## config.mk

```make
export PLATFORM = sky130hd
export DESIGN_NAME = pmem_arbiter_flat
export DESIGN_NICKNAME = d
export VERILOG_FILES = /design/src/rtl/pmem_arbiter_pkg.sv /design/src/rtl/pmem_arbiter_if.sv /design/src/rtl/pmem_arb_picker.sv /design/src/rtl/pmem_arbiter.sv /design/src/flat_wrapper.sv
export SDC_FILE = /design/constraint.sdc
export NUM_CORES = 1
export LEC_CHECK = 0
export BUFFER_PORTS_ARGS = -buffer_cell sky130_fd_sc_hd__buf_2
export CORE_AREA = 4 4 640 642
export CTS_CLUSTER_DIAMETER = 30
export DETAILED_ROUTE_END_ITERATION = 7
export DIE_AREA = 0 0 644 646
export PLACE_DENSITY = 0.3
export SYNTH_ARGS = -nofsm -noshare
export SYNTH_HDL_FRONTEND = slang
export SYNTH_SLANG_ARGS = --single-unit
```

## constraint.sdc

```tcl
create_clock -name clk -period 2.7 [get_ports clk]
set_input_delay 0.675 -clock clk [delete_from_list [all_inputs] [get_ports clk]]
set_output_delay 0.675 -clock clk [all_outputs]
set_load 0.03 [all_outputs]
```

## src/rtl/pmem_arbiter_pkg.sv

```systemverilog
// Shared types for the physical-memory arbiter: state encoding, latched request
// and the request-capture helper.
package pmem_arbiter_pkg;

  localparam int unsigned SLine = 256;
  localparam int unsigned SAddr = 32;

  typedef logic [1:0] pmem_arb_state_t;

  localparam pmem_arb_state_t ArbIdle   = 2'd0;
  localparam pmem_arb_state_t ArbGrantI = 2'd1;
  localparam pmem_arb_state_t ArbGrantD = 2'd2;
  localparam pmem_arb_state_t ArbDone   = 2'd3;

  typedef struct packed {
    logic             read;
    logic             write;
    logic [SAddr-1:0] addr;
    logic [SLine-1:0] wdata;
  } pmem_req_t;

  // A requester raising both strobes is treated as a writeback; the read is discarded.
  function automatic pmem_req_t make_req(input logic             read,
                                         input logic             write,
                                         input logic [SAddr-1:0] addr,
                                         input logic [SLine-1:0] wdata);
    pmem_req_t r;
    r.read  = read & ~write;
    r.write = write;
    r.addr  = addr;
    r.wdata = wdata;
    return r;
  endfunction

endpackage

```

## src/rtl/pmem_arbiter_if.sv

```systemverilog
// Cacheline memory port: the requester (master) drives strobes, address and write data;
// the memory side (slave) returns line data and a one-cycle completion.
interface pmem_arbiter_if;
  import pmem_arbiter_pkg::*;

  logic             read;
  logic             write;
  logic [SAddr-1:0] address;
  logic [SLine-1:0] wdata;
  logic [SLine-1:0] rdata;
  logic             resp;

  modport master (
    output read, write, address, wdata,
    input  rdata, resp
  );

  modport slave (
    input  read, write, address, wdata,
    output rdata, resp
  );

endinterface

```

## src/rtl/pmem_arb_picker.sv

```systemverilog
// Combinational round-robin pick between the I-cache and D-cache requests.
module pmem_arb_picker (
  input  logic req_i,
  input  logic req_d,
  input  logic last_grant_d,
  output logic grant_i,
  output logic grant_d
);

  // On a tie the side that did not win last time is chosen.
  assign grant_i = req_i & (~req_d | last_grant_d);
  assign grant_d = req_d & (~req_i | ~last_grant_d);

endmodule

```

## src/rtl/pmem_arbiter.sv

```systemverilog
// Shares the single cacheline-adaptor port between the I-cache and D-cache miss paths,
// one transaction at a time, with a dead cycle after each completion.
module pmem_arbiter
  import pmem_arbiter_pkg::*;
(
  input logic            clk,
  input logic            rst,
  pmem_arbiter_if.slave  i_bus,
  pmem_arbiter_if.slave  d_bus,
  pmem_arbiter_if.master mem_bus
);

  pmem_arb_state_t state_q, state_d;
  logic            last_d_q, last_d_d;
  pmem_req_t       hold_q, hold_d;

  logic req_i, req_d;
  logic grant_i, grant_d;
  logic i_resp, d_resp;
  logic granted;

  assign req_i = i_bus.read | i_bus.write;
  assign req_d = d_bus.read | d_bus.write;

  pmem_arb_picker u_picker (
    .req_i        (req_i),
    .req_d        (req_d),
    .last_grant_d (last_d_q),
    .grant_i      (grant_i),
    .grant_d      (grant_d)
  );

  always_comb begin
    state_d  = state_q;
    last_d_d = last_d_q;
    hold_d   = hold_q;
    i_resp   = 1'b0;
    d_resp   = 1'b0;
    case (state_q)
      ArbIdle: begin
        if (grant_i) begin
          hold_d  = make_req(i_bus.read, i_bus.write, i_bus.address, i_bus.wdata);
          state_d = ArbGrantI;
        end else if (grant_d) begin
          hold_d  = make_req(d_bus.read, d_bus.write, d_bus.address, d_bus.wdata);
          state_d = ArbGrantD;
        end
      end
      ArbGrantI: begin
        if (mem_bus.resp) begin
          i_resp   = 1'b1;
          last_d_d = 1'b0;
          state_d  = ArbDone;
        end
      end
      ArbGrantD: begin
        if (mem_bus.resp) begin
          d_resp   = 1'b1;
          last_d_d = 1'b1;
          state_d  = ArbDone;
        end
      end
      ArbDone:  state_d = ArbIdle;
      default:  state_d = ArbIdle;
    endcase
  end

  // last_grant resets to D so the I-cache wins the first tie.
  always_ff @(posedge clk) begin
    if (rst) begin
      state_q  <= ArbIdle;
      last_d_q <= 1'b1;
      hold_q   <= '0;
    end else begin
      state_q  <= state_d;
      last_d_q <= last_d_d;
      hold_q   <= hold_d;
    end
  end

  always_ff @(posedge clk) begin
    if (!rst && state_q == ArbIdle) begin
      assert (!(grant_i && i_bus.read && i_bus.write))
        else $warning("pmem_arbiter: I-cache raised read and write together");
      assert (!(grant_d && d_bus.read && d_bus.write))
        else $warning("pmem_arbiter: D-cache raised read and write together");
    end
  end

  assign granted = (state_q == ArbGrantI) || (state_q == ArbGrantD);

  assign mem_bus.read    = granted & hold_q.read;
  assign mem_bus.write   = granted & hold_q.write;
  assign mem_bus.address = hold_q.addr;
  assign mem_bus.wdata   = hold_q.wdata;

  assign i_bus.rdata = mem_bus.rdata;
  assign d_bus.rdata = mem_bus.rdata;
  assign i_bus.resp  = i_resp;
  assign d_bus.resp  = d_resp;

endmodule

```

## src/flat_wrapper.sv

```systemverilog
// flat-port wrapper written by rule: the top's interface ports become plain ports
module pmem_arbiter_flat import pmem_arbiter_pkg::*;
  (clk, rst, i_bus_read, i_bus_write, i_bus_address, i_bus_wdata, i_bus_rdata, i_bus_resp, d_bus_read, d_bus_write, d_bus_address, d_bus_wdata, d_bus_rdata, d_bus_resp, mem_bus_read, mem_bus_write, mem_bus_address, mem_bus_wdata, mem_bus_rdata, mem_bus_resp);
  pmem_arbiter_if i_bus_i ();
  pmem_arbiter_if d_bus_i ();
  pmem_arbiter_if mem_bus_i ();
  input logic clk;
  input logic rst;
  input wire logic [$bits(i_bus_i.read)-1:0] i_bus_read;
  input wire logic [$bits(i_bus_i.write)-1:0] i_bus_write;
  input wire logic [$bits(i_bus_i.address)-1:0] i_bus_address;
  input wire logic [$bits(i_bus_i.wdata)-1:0] i_bus_wdata;
  output wire logic [$bits(i_bus_i.rdata)-1:0] i_bus_rdata;
  output wire logic [$bits(i_bus_i.resp)-1:0] i_bus_resp;
  input wire logic [$bits(d_bus_i.read)-1:0] d_bus_read;
  input wire logic [$bits(d_bus_i.write)-1:0] d_bus_write;
  input wire logic [$bits(d_bus_i.address)-1:0] d_bus_address;
  input wire logic [$bits(d_bus_i.wdata)-1:0] d_bus_wdata;
  output wire logic [$bits(d_bus_i.rdata)-1:0] d_bus_rdata;
  output wire logic [$bits(d_bus_i.resp)-1:0] d_bus_resp;
  output wire logic [$bits(mem_bus_i.read)-1:0] mem_bus_read;
  output wire logic [$bits(mem_bus_i.write)-1:0] mem_bus_write;
  output wire logic [$bits(mem_bus_i.address)-1:0] mem_bus_address;
  output wire logic [$bits(mem_bus_i.wdata)-1:0] mem_bus_wdata;
  input wire logic [$bits(mem_bus_i.rdata)-1:0] mem_bus_rdata;
  input wire logic [$bits(mem_bus_i.resp)-1:0] mem_bus_resp;
  assign i_bus_i.read = i_bus_read;
  assign i_bus_i.write = i_bus_write;
  assign i_bus_i.address = i_bus_address;
  assign i_bus_i.wdata = i_bus_wdata;
  assign i_bus_rdata = i_bus_i.rdata;
  assign i_bus_resp = i_bus_i.resp;
  assign d_bus_i.read = d_bus_read;
  assign d_bus_i.write = d_bus_write;
  assign d_bus_i.address = d_bus_address;
  assign d_bus_i.wdata = d_bus_wdata;
  assign d_bus_rdata = d_bus_i.rdata;
  assign d_bus_resp = d_bus_i.resp;
  assign mem_bus_read = mem_bus_i.read;
  assign mem_bus_write = mem_bus_i.write;
  assign mem_bus_address = mem_bus_i.address;
  assign mem_bus_wdata = mem_bus_i.wdata;
  assign mem_bus_i.rdata = mem_bus_rdata;
  assign mem_bus_i.resp = mem_bus_resp;
  pmem_arbiter u_core (.clk(clk), .rst(rst), .i_bus(i_bus_i), .d_bus(d_bus_i), .mem_bus(mem_bus_i));
endmodule
```

After elaboration in Yosys (flattened, before gate mapping). Cells that the tools add are included.

Flip-flop bits (word level): 293. Output and inout bits: 804. Logic and storage cells: 48.

Equality and inequality tests: 7. Multiplexer cells: 12. Bitwise gates (word level): 15. Reductions and logical operators: 8.

Operators with widths (count): two-way mux 290 bit (2); bitwise AND 1 bit (6); two-way mux 2 bit (3); case mux 2 bit (3 select lines) (1); two-way mux 1 bit (5); inverter 1 bit (5); equality test 2 bit (second input constant) (2); != test 2 bit (second input constant) (2); bitwise OR 1 bit (4); AND reduction 2 bit (2); nonzero test 2 bit (2); != test 3 x 1 -> 1 bit (second input constant) (1); AND reduction 3 bit (1); equality test 2 x 1 -> 1 bit (second input constant) (1); logical NOT 2 bit (1); != test 2 x 1 -> 1 bit (second input constant) (1); case mux 1 bit (2 select lines) (1); OR reduction 2 bit (1); logical OR 1 bit (1).

Longest topological paths before layout. Gate-level depths: netlist of run 1.

Word-level depth: 7. Depth in mapped cells: 8. Gate-level depth less buffers: 6.

Modules after synthesis. A second synthesis of run 1 with hierarchy kept.

Cell total of the unflattened synthesis: 2128. Area, all modules: 20014.2 um2.

By module, submodules not included: pmem_arbiter (instances 1, cells an instance 2125, area an instance 19995.4 um2); pmem_arb_picker (instances 1, cells an instance 3, area an instance 18.8 um2).

Worst setup path after synthesis of run 1. No wires, ideal clock.

Path type: input to register. From: in d_bus_write. To: reg u_core.hold_q (netlist bit u_core.mem_bus.address[22]). Setup time: 147 ps. Arrival: 1674 ps. Required time: 2553 ps. Path slack: 879 ps. Cell stages on the path: 7. Cell sequence: o21ba_4 or2_1 buf_4 buf_6 buf_6 nand2_1 a311oi_2.

Word-level cells in the longest chain between the ends: 6. Elaborated cells on any way between the ends: 8.

Ends and longest elaborated chain: from (decl) (line flat_wrapper.sv:16) `input wire logic [$bits(d_bus_i.write)-1:0] d_bus_write;`; bitwise OR 1 bit * (line pmem_arbiter.sv:23) `assign req_d = d_bus.read | d_bus.write;`; inverter 1 bit (line pmem_arb_picker.sv:11) `assign grant_i = req_i & (~req_d | last_grant_d);`; bitwise OR 1 bit (line pmem_arb_picker.sv:11); bitwise AND 1 bit (line pmem_arb_picker.sv:11); nonzero test 2 bit (no source line); AND reduction 2 bit (no source line); to (signal assigned) (line pmem_arbiter.sv:77) `hold_q <= hold_d;`; to (decl) (line pmem_arbiter.sv:15) `pmem_req_t hold_q, hold_d;`.

Mark *: on every way between the ends. The rest lies on a longest branch, timed or not. A chain may end at the register's enable or synchronous reset.

Worst setup path in the final report of run 1.
From: reg u_core.state_q[0]. To: out mem_bus_write.

Word-level cells in the longest chain between the ends: 3. Elaborated cells on any way between the ends: 4.

Ends and longest elaborated chain: from (decl) (line pmem_arbiter.sv:13) `pmem_arb_state_t state_q, state_d;`; from (signal assigned) (line pmem_arbiter.sv:71) `state_q <= ArbIdle;`; from (signal assigned) (line pmem_arbiter.sv:75) `state_q <= state_d;`; equality test 2 x 1 -> 1 bit or equality test 2 bit (tied branches) (line pmem_arbiter.sv:90) `assign granted = (state_q == ArbGrantI) || (state_q == ArbGrantD);`; logical OR 1 bit * (line pmem_arbiter.sv:90); bitwise AND 1 bit * (line pmem_arbiter.sv:93) `assign mem_bus.write = granted & hold_q.write;`; to (decl) (line flat_wrapper.sv:22) `output wire logic [$bits(mem_bus_i.write)-1:0] mem_bus_write;`.

Marks and branches as above.

==> results of run 1 <==
==> cells by family (layout without fill, tap and decap cells) <==
logic type | Yosys count | after routing
adder cells (fa/ha/maj) | 4 | 4
multiplexers | 1 | 1
other | 0 | 12
AO/OA/AOI/OAI | 299 | 299
AND/OR/NAND/NOR | 881 | 881
flip-flops | 293 | 293
buffers and inverters | 964 | 1151
==> power by group through the flow <==
stage | Combinational, uW | Clock [uW] | Sequential, uW
CTS | 17100 | 13300 | 7860
global placement | 16900 | 0 | 7870
finish | 16400 | 12900 | 7870
floorplan | 13700 | 0 | 7090
detailed placement | 17000 | 0 | 7910
global route | 17600 | 13600 | 8050
==> sequential cells by signal, summed over array words and instances (netlist names) <==
name and flops:
u_core.hold_q 2, u_core.last_d_q 1, u_core.mem_bus.address 32, u_core.mem_bus.wdata 256, u_core.state_q 2
==> Yosys cell counts (all sizes together) <==
| master | number | area (um^2) |
|---|---|---|
| a21boi | 1 | 11.3 |
| nor2 | 293 | 1120 |
| o21bai | 1 | 7.51 |
| clkbuf | 55 | 206 |
| or2 | 2 | 12.5 |
| nand2b | 2 | 12.5 |
| buf | 905 | 6690 |
| and2 | 3 | 18.8 |
| a211o | 1 | 8.76 |
| o22ai | 1 | 6.26 |
| inv | 4 | 15.0 |
| ha | 4 | 50.1 |
| dfxtp | 293 | 5870 |
| nand3b | 1 | 7.51 |
| a21oi | 4 | 20.0 |
| o31ai | 1 | 7.51 |
| nand3 | 1 | 5.00 |
| a32oi | 1 | 8.76 |
| mux2 | 1 | 11.3 |
| a311oi | 288 | 3770 |
| nand2 | 579 | 2170 |
| o21ba | 1 | 16.3 |
==> layer usage <==
metal	wire, um	share of wire, %
met1	56800	26
met3	36900	17
met2	111000	52
met5	475	0.22
met4	9480	4.4
==> worst register-to-register path, cell delays in order, from the launching register on <==
cell,delay (ns)
dfxtp_1,0.34
o21ba_4,0.30
or2_4,0.17
buf_12,0.37
nand2_1,0.60
a311oi_2,0.30
==> cell type report <==
type / count / area share (%)
clock inverters: 20 / 0.582
flip-flops and latches: 293 / 20.2
multi-input cells: 1185 / 25.2
well taps: 5428 / 23.4
diodes: 12 / 0.104
inverters: 4 / 0.0518
clock buffers: 193 / 12.8
repair buffers: 934 / 17.7
==> placed cells by master, fill, tap and decap left out, types with 2 or more instances in the layout <==
cell type  instances
buf_2            872
nand2_1          579
dfxtp_1          293
nor2_1           291
a311oi_2         200
clkbuf_16        122
a311oi_1          88
clkbuf_8          38
buf_4             37
clkbuf_1          33
buf_12            24
clkinv_2          16
diode_2           12
inv_1              4
a21oi_1            4
and2_1             3
ha_1               3
nand2b_1           2
==> metrics by stage <==
stage | total power (uW) | std cells | cell area [um^2]
after floorplan | 20700 | 2442 | 20100
after global placement | 24800 | 7844 | 25100
after detailed placement | 24900 | 7844 | 25100
after CTS | 38300 | 8057 | 29000
after global routing | 39200 | 8062 | 29000
final | 37200 | 8069 | 29000
==> worst min-delay path by stage <==
stage	from	end	slack (ns)	cells after the start
4_1_cts	d_bus_address[18]	u_core.mem_bus.address[18]	0.02	3
3_3_place_gp	u_core.hold_q[288]	u_core.hold_q[288]	0.46	2
3_5_place_dp	u_core.hold_q[288]	u_core.hold_q[288]	0.46	2
6_report	d_bus_address[14]	u_core.mem_bus.address[14]	0.12	3
5_1_grt	d_bus_wdata[84]	u_core.mem_bus.wdata[84]	0.06	3
2_1_floorplan	u_core.hold_q[288]	u_core.hold_q[288]	0.45	2
==> results_dict.tcl, run 1 <==
set metrics [dict create \
    status "finished, final reports clean" \
    tightestPinTransition_ns 0.854 \
    cts.path.max_buffers 4 \
    core_area_mm2 0.405 \
    fmax_ghz 0.393 \
    avgRoutedWirePerCell_um 26.6 \
    required_ns 2.03 \
    htreeDepth 3 \
    synth_top_family_by_area "buffers and inverters" \
    synth-compound-area-share_pct 19.3 \
    worst-path-stages 4 \
    yosys_register_bits 293 \
    skew_ns 0.0529 \
    cp-startpoint "u_core.state_q[0]" \
    comb_power_share_pct 44.1 \
    setup_slack_ns 0.154 \
    ios 1643 \
    switching_share_pct 46.7 \
    synth_cells 2442 \
    holdBufCountCts 0 \
    fin_nets 3382 \
    setup.worst_path.start_class "flip-flop" \
    critPathCapture "mem_bus_write" \
    ys_warn_count 0 \
    arrival_ns 1.87 \
    routed_via_density 2.23 \
    drt-pass1-iter-count 5 \
    gp_congestion 0.869 \
    syn_area_per_cell_um2 8.21 \
    cts.clk_slew.worst_paths_ns 0.04 \
    synthAdderAreaFrac_pct 0.250 \
    use_met2_pct 17.8 \
    fillers 47800 \
    io_buffers 874 \
    synth.yosys.seq_area_share_pct 29.3 \
    drive_gt1_share_pct 50.3 \
    cts_sinks 293 \
    worstPathCellList "inv_1 -> ha_4 -> and2_1 -> buf_4" \
    yosys.area_share.simple_pct 16.7 \
    drc 0 \
    r2r_cells 5 \
    p_per_area_mw_per_mm2 1280 \
    cts_setup_buffers 0 \
    drt-total-wl_mm 214 \
    final_antenna_net_count 0 \
    grt.total_usage_pct 9.78 \
    crit_fanout 4 \
    die_y_um 646 \
    grt_pass1_wl_mm 254 \
    seqCellArea_mm2 0.00587 \
    grt_overflow 0 \
    slew_violations 0 \
    grt.met1_usage_pct 7.55 \
    grt_max_degree 123 \
    slowest_delay_ns 0.33 \
    clk_latency_ns 0.82 \
    critPathCaptureType "output port" \
    grt-busiest-layer "met2" \
    synthXorXnorAreaFrac_pct 0 \
    start_util_pct 4.96 \
    muxShareOfSynthArea_pct 0.0562 \
    ir_worst_vdd_uv 436 \
    cp_slowest_cell "dfxtp_1" \
    synthToLayoutAreaGrowth_pct 44.7 \
    hold_slack_ns 0.124 \
    tns_ns 0 \
    cts-root-buf "clkbuf_16" \
    maxCapViolCount 0 \
    grt_pass1_vias 18000 \
    seqPwrFrac_pct 21.2 \
    synth_fp_nets 3285 \
    hold_viol 0 \
    via_count 18000 \
    r2r-end "u_core.mem_bus.wdata[150]" \
    chipWidth_um 644 \
    critPathBufInv 2 \
    numCtsBuffers 121 \
    multi_input_area_mm2 0.00730 \
    dp_slack_ns 0.153 \
    fin_crit_sh_pct 94.3 \
    power_switching_uw 17300 \
    core.rowCount 234 \
    min_period_ns 2.55 \
    tritoncts "built" \
    max_slew_margin_pct 43.1 \
    p_leak_uw 0.0110 \
    cts_resized 2 \
    drt_iter0_markers 1333 \
    rsz0062_at_grt "false" \
    hold_class "primary input to flip-flop" \
    setup_viol 0 \
    hpwl_mm 192 \
    grt.met3_usage_pct 7.68 \
    fin_util_pct 7.17 \
    internal_power_uw 19800 \
    antenna_found_initial 35 \
    ys_types 29 \
    cp_top_family "flip-flops" \
    r2r_slack_ns 0.52 \
    p_clk_share_pct 34.8 \
    critical_path_class "flip-flop to output port" \
    syn_area_mm2 0.0201 \
    worstReg2RegStart "u_core.last_d_q" \
    die_area_mm2 0.416 \
]
Note: power is estimated with default switching activity, not from simulation.
==> run 2, diff against run 1 <==
Settings changed: ABC_AREA set to 1, CELL_PAD_IN_SITES_DETAIL_PLACEMENT set to 1, CELL_PAD_IN_SITES_GLOBAL_PLACEMENT set to 1, CORE_AREA 4 4 640 642 to 4 4 643 645, DIE_AREA 0 0 644 646 to 0 0 647 649.
==> run 2 against run 1 <==
Effect of this change:
- clock power grew 18%
- highest routed layer unchanged
- sequential share of layout area shrank 1.3 points
- clock skew grew 0.022 ns
- wire length shrank 2.0%
- final cell count grew 12%
- largest power group unchanged
- utilization grew 0.41 points
==> results_dict.tcl, run 2 <==
set metrics [dict create \
    fin_crit_sh_pct 92.3 \
    synthMostInstantiatedCell "nand2_1" \
    numCtsBuffers 149 \
    slew_violations 0 \
    grt_pass1_vias 22100 \
    ys_types 17 \
    critPathCaptureType "output port" \
    crit_fanout 4 \
    synth_fp_nets 4167 \
    routed_via_density 2.29 \
    yosys.area.top_type "buf_4" \
    grt.total_usage_pct 9.60 \
    syn_area_per_cell_um2 6.30 \
    status "finished, final reports clean" \
    crit_path_frequent_cell "inv_2" \
    tritoncts "built" \
    drc 0 \
    cts.clk_slew.worst_paths_ns 0.04 \
    synth_edf_count 0 \
    required_ns 2.03 \
    final_common_cell "nand2_1" \
    fin_nets 4314 \
    ys_async_sr_fraction_pct 0 \
    antenna_found_initial 67 \
    arrival_ns 1.82 \
    chipWidth_um 647 \
    synth.yosys.seq_area_share_pct 28.0 \
    maxCapViolCount 0 \
    via_count 20700 \
    worstPathCellList "inv_2 -> ha_4 -> nand2_2 -> inv_2 -> buf_12" \
    die_area_mm2 0.420 \
    start_util_pct 5.13 \
    core_area_mm2 0.408 \
    tightestPinTransition_ns 0.568 \
    avgRoutedWirePerCell_um 23.3 \
    max_slew_margin_pct 62.1 \
    yosys_register_bits 293 \
    hold_class "primary input to flip-flop" \
    p_leak_uw 0.0152 \
    setup_viol 0 \
    synth_common_cells "882 x nand2_1, 803 x buf_4, 582 x nor2_1" \
    p_per_area_mw_per_mm2 1270 \
    synthToLayoutAreaGrowth_pct 47.8 \
    hold_viol 0 \
    cts.path.max_buffers 4 \
    io_buffers 874 \
    yosys.area.top_type_share_pct 28.8 \
    setup.worst_path.start_class "flip-flop" \
    drt-pass1-iter-count 5 \
    slowest_delay_ns 0.34 \
    critical_path_class "flip-flop to output port" \
    grt_overflow 0 \
    ys_warn_count 0 \
    cp_top_family "flip-flops" \
    mostFrequentLayoutCells "880 x nand2_1, 871 x buf_2, 582 x nor2_1" \
    drt_iter0_markers 898 \
    dominantRegCellSynth "dfxtp_1" \
    clk_latency_ns 0.82 \
    cp_slowest_cell "dfxtp_1" \
    cts_sinks 293 \
    critPathBufInv 3 \
    synth_area_leaders "buf_4 29%, dfxtp_1 28%, nand2_1 16%" \
    synth_cells 3324 \
    min_period_ns 2.49 \
    skew_ns 0.0748 \
    largest_reg_flops 256 \
    tns_ns 0 \
    syn_area_mm2 0.0209 \
    ios 1643 \
    grt_max_degree 77 \
    core.rowCount 235 \
    ir_worst_vdd_uv 402 \
    hpwl_mm 185 \
    grt_pass1_wl_mm 258 \
    finalPower_uw 39200 \
    drive_gt1_share_pct 32.2 \
    fmax_ghz 0.401 \
    die_y_um 649 \
    htreeDepth 4 \
    drt-total-wl_mm 210 \
    cts-root-buf "clkbuf_16" \
    rsz0062_at_grt "false" \
    gp_congestion 0.784 \
    final_antenna_net_count 0 \
]
-- run 2: cell types whose count changed after synthesis, moves of 3 or more --
cell	delta
buf_6	-6
inv_1	+299
clkbuf_1	-16
nor2_1	+291
a311oi_2	-200
and2_1	-3
nand3_1	+291
buf_2	+24
nand2_1	+303
a311oi_1	-88
-- run 2: worst paths after layout --
kind	from	end	cells past startpoint	slack, ns
worst max-delay path	u_core.state_q[1]	mem_bus_write	5	0.21
worst min-delay path	i_bus_wdata[117]	u_core.mem_bus.wdata[117]	5	0.15
worst max register to register	u_core.state_q[1]	u_core.mem_bus.wdata[81]	9	0.74
worst min register to register	u_core.state_q[0]	u_core.state_q[0]	2	0.48
-- run 2: power breakdown --
| group | total [uW] | switching, uW | internal, uW | leakage (uW) |
|---|---|---|---|---|
| Combinational | 17000 | 12400 | 4640 | 0.0106 |
| Clock | 15200 | 4470 | 10700 | 0.00218 |
| Sequential | 7040 | 1050 | 5990 | 0.00244 |
| Total | 39200 | 17900 | 21300 | 0.0152 |
-- run 2: through the flow --
stage	std cells	area (um^2)	hold WS (ns)	worst slack [ns]	util, %
after detailed placement	8770	26400	0.497	0.257	6.46
after floorplan	3324	20900	0.461	1.00	-
after global routing	9031	30900	0.0914	0.0252	7.58
after global placement	8770	26400	0.481	0.281	6.46
after CTS	9024	30900	0.00193	0.00744	7.57
final	9035	30900	0.151	0.207	7.58
-- run 2: cells by family (layout without fill, tap and decap cells) --
kind of cell / count (synthesis) / in the layout / share of synthesized area, %
other cells: 0 / 11 / 0
flops: 293 / 293 / 28.0
buf+inv: 1264 / 1513 / 38.3
simple gates: 1757 / 1757 / 33.3
compound gates: 6 / 6 / 0.185
fa+ha+maj: 4 / 4 / 0.239
-- run 2: final cells by class --
type                            instances  area, um^2
Antenna cell                           11        27.5
Clock buffer                          240        4330
Clock inverter                         13         171
Fill cell                           49600      377000
Inverter                              305        1160
Multi-Input combinational cell       1767        7070
Sequential cell                       293        5870
Tap cell                             5451        6820
Timing Repair Buffer                  955        5490
-- run 2: timing repair --
action	in CTS	in global routing
setup buffers	1	0
gates resized for setup	17	0
setup endpoints to repair	2	0
hold buffers	0	0
endpoints found under the hold margin	0	0
-- run 2: worst min-delay path, delay by kind of cell --
family / cells / cell delay, ns
buffers and inverters: 2 / 0.12
AND/OR/NAND/NOR: 3 / 0.14
-- run 2: metal layers --
| layer | up-vias | GRT usage, % | wire length (um) |
|---|---|---|---|
| met2 | 1360 | 15.9 | 98500 |
| li1 | 9458 | - | - |
| met4 | 6 | 3.85 | 9180 |
| met5 | - | 0.721 | 238 |
| met3 | 411 | 8.27 | 38800 |
| met1 | 9471 | 8.18 | 63500 |
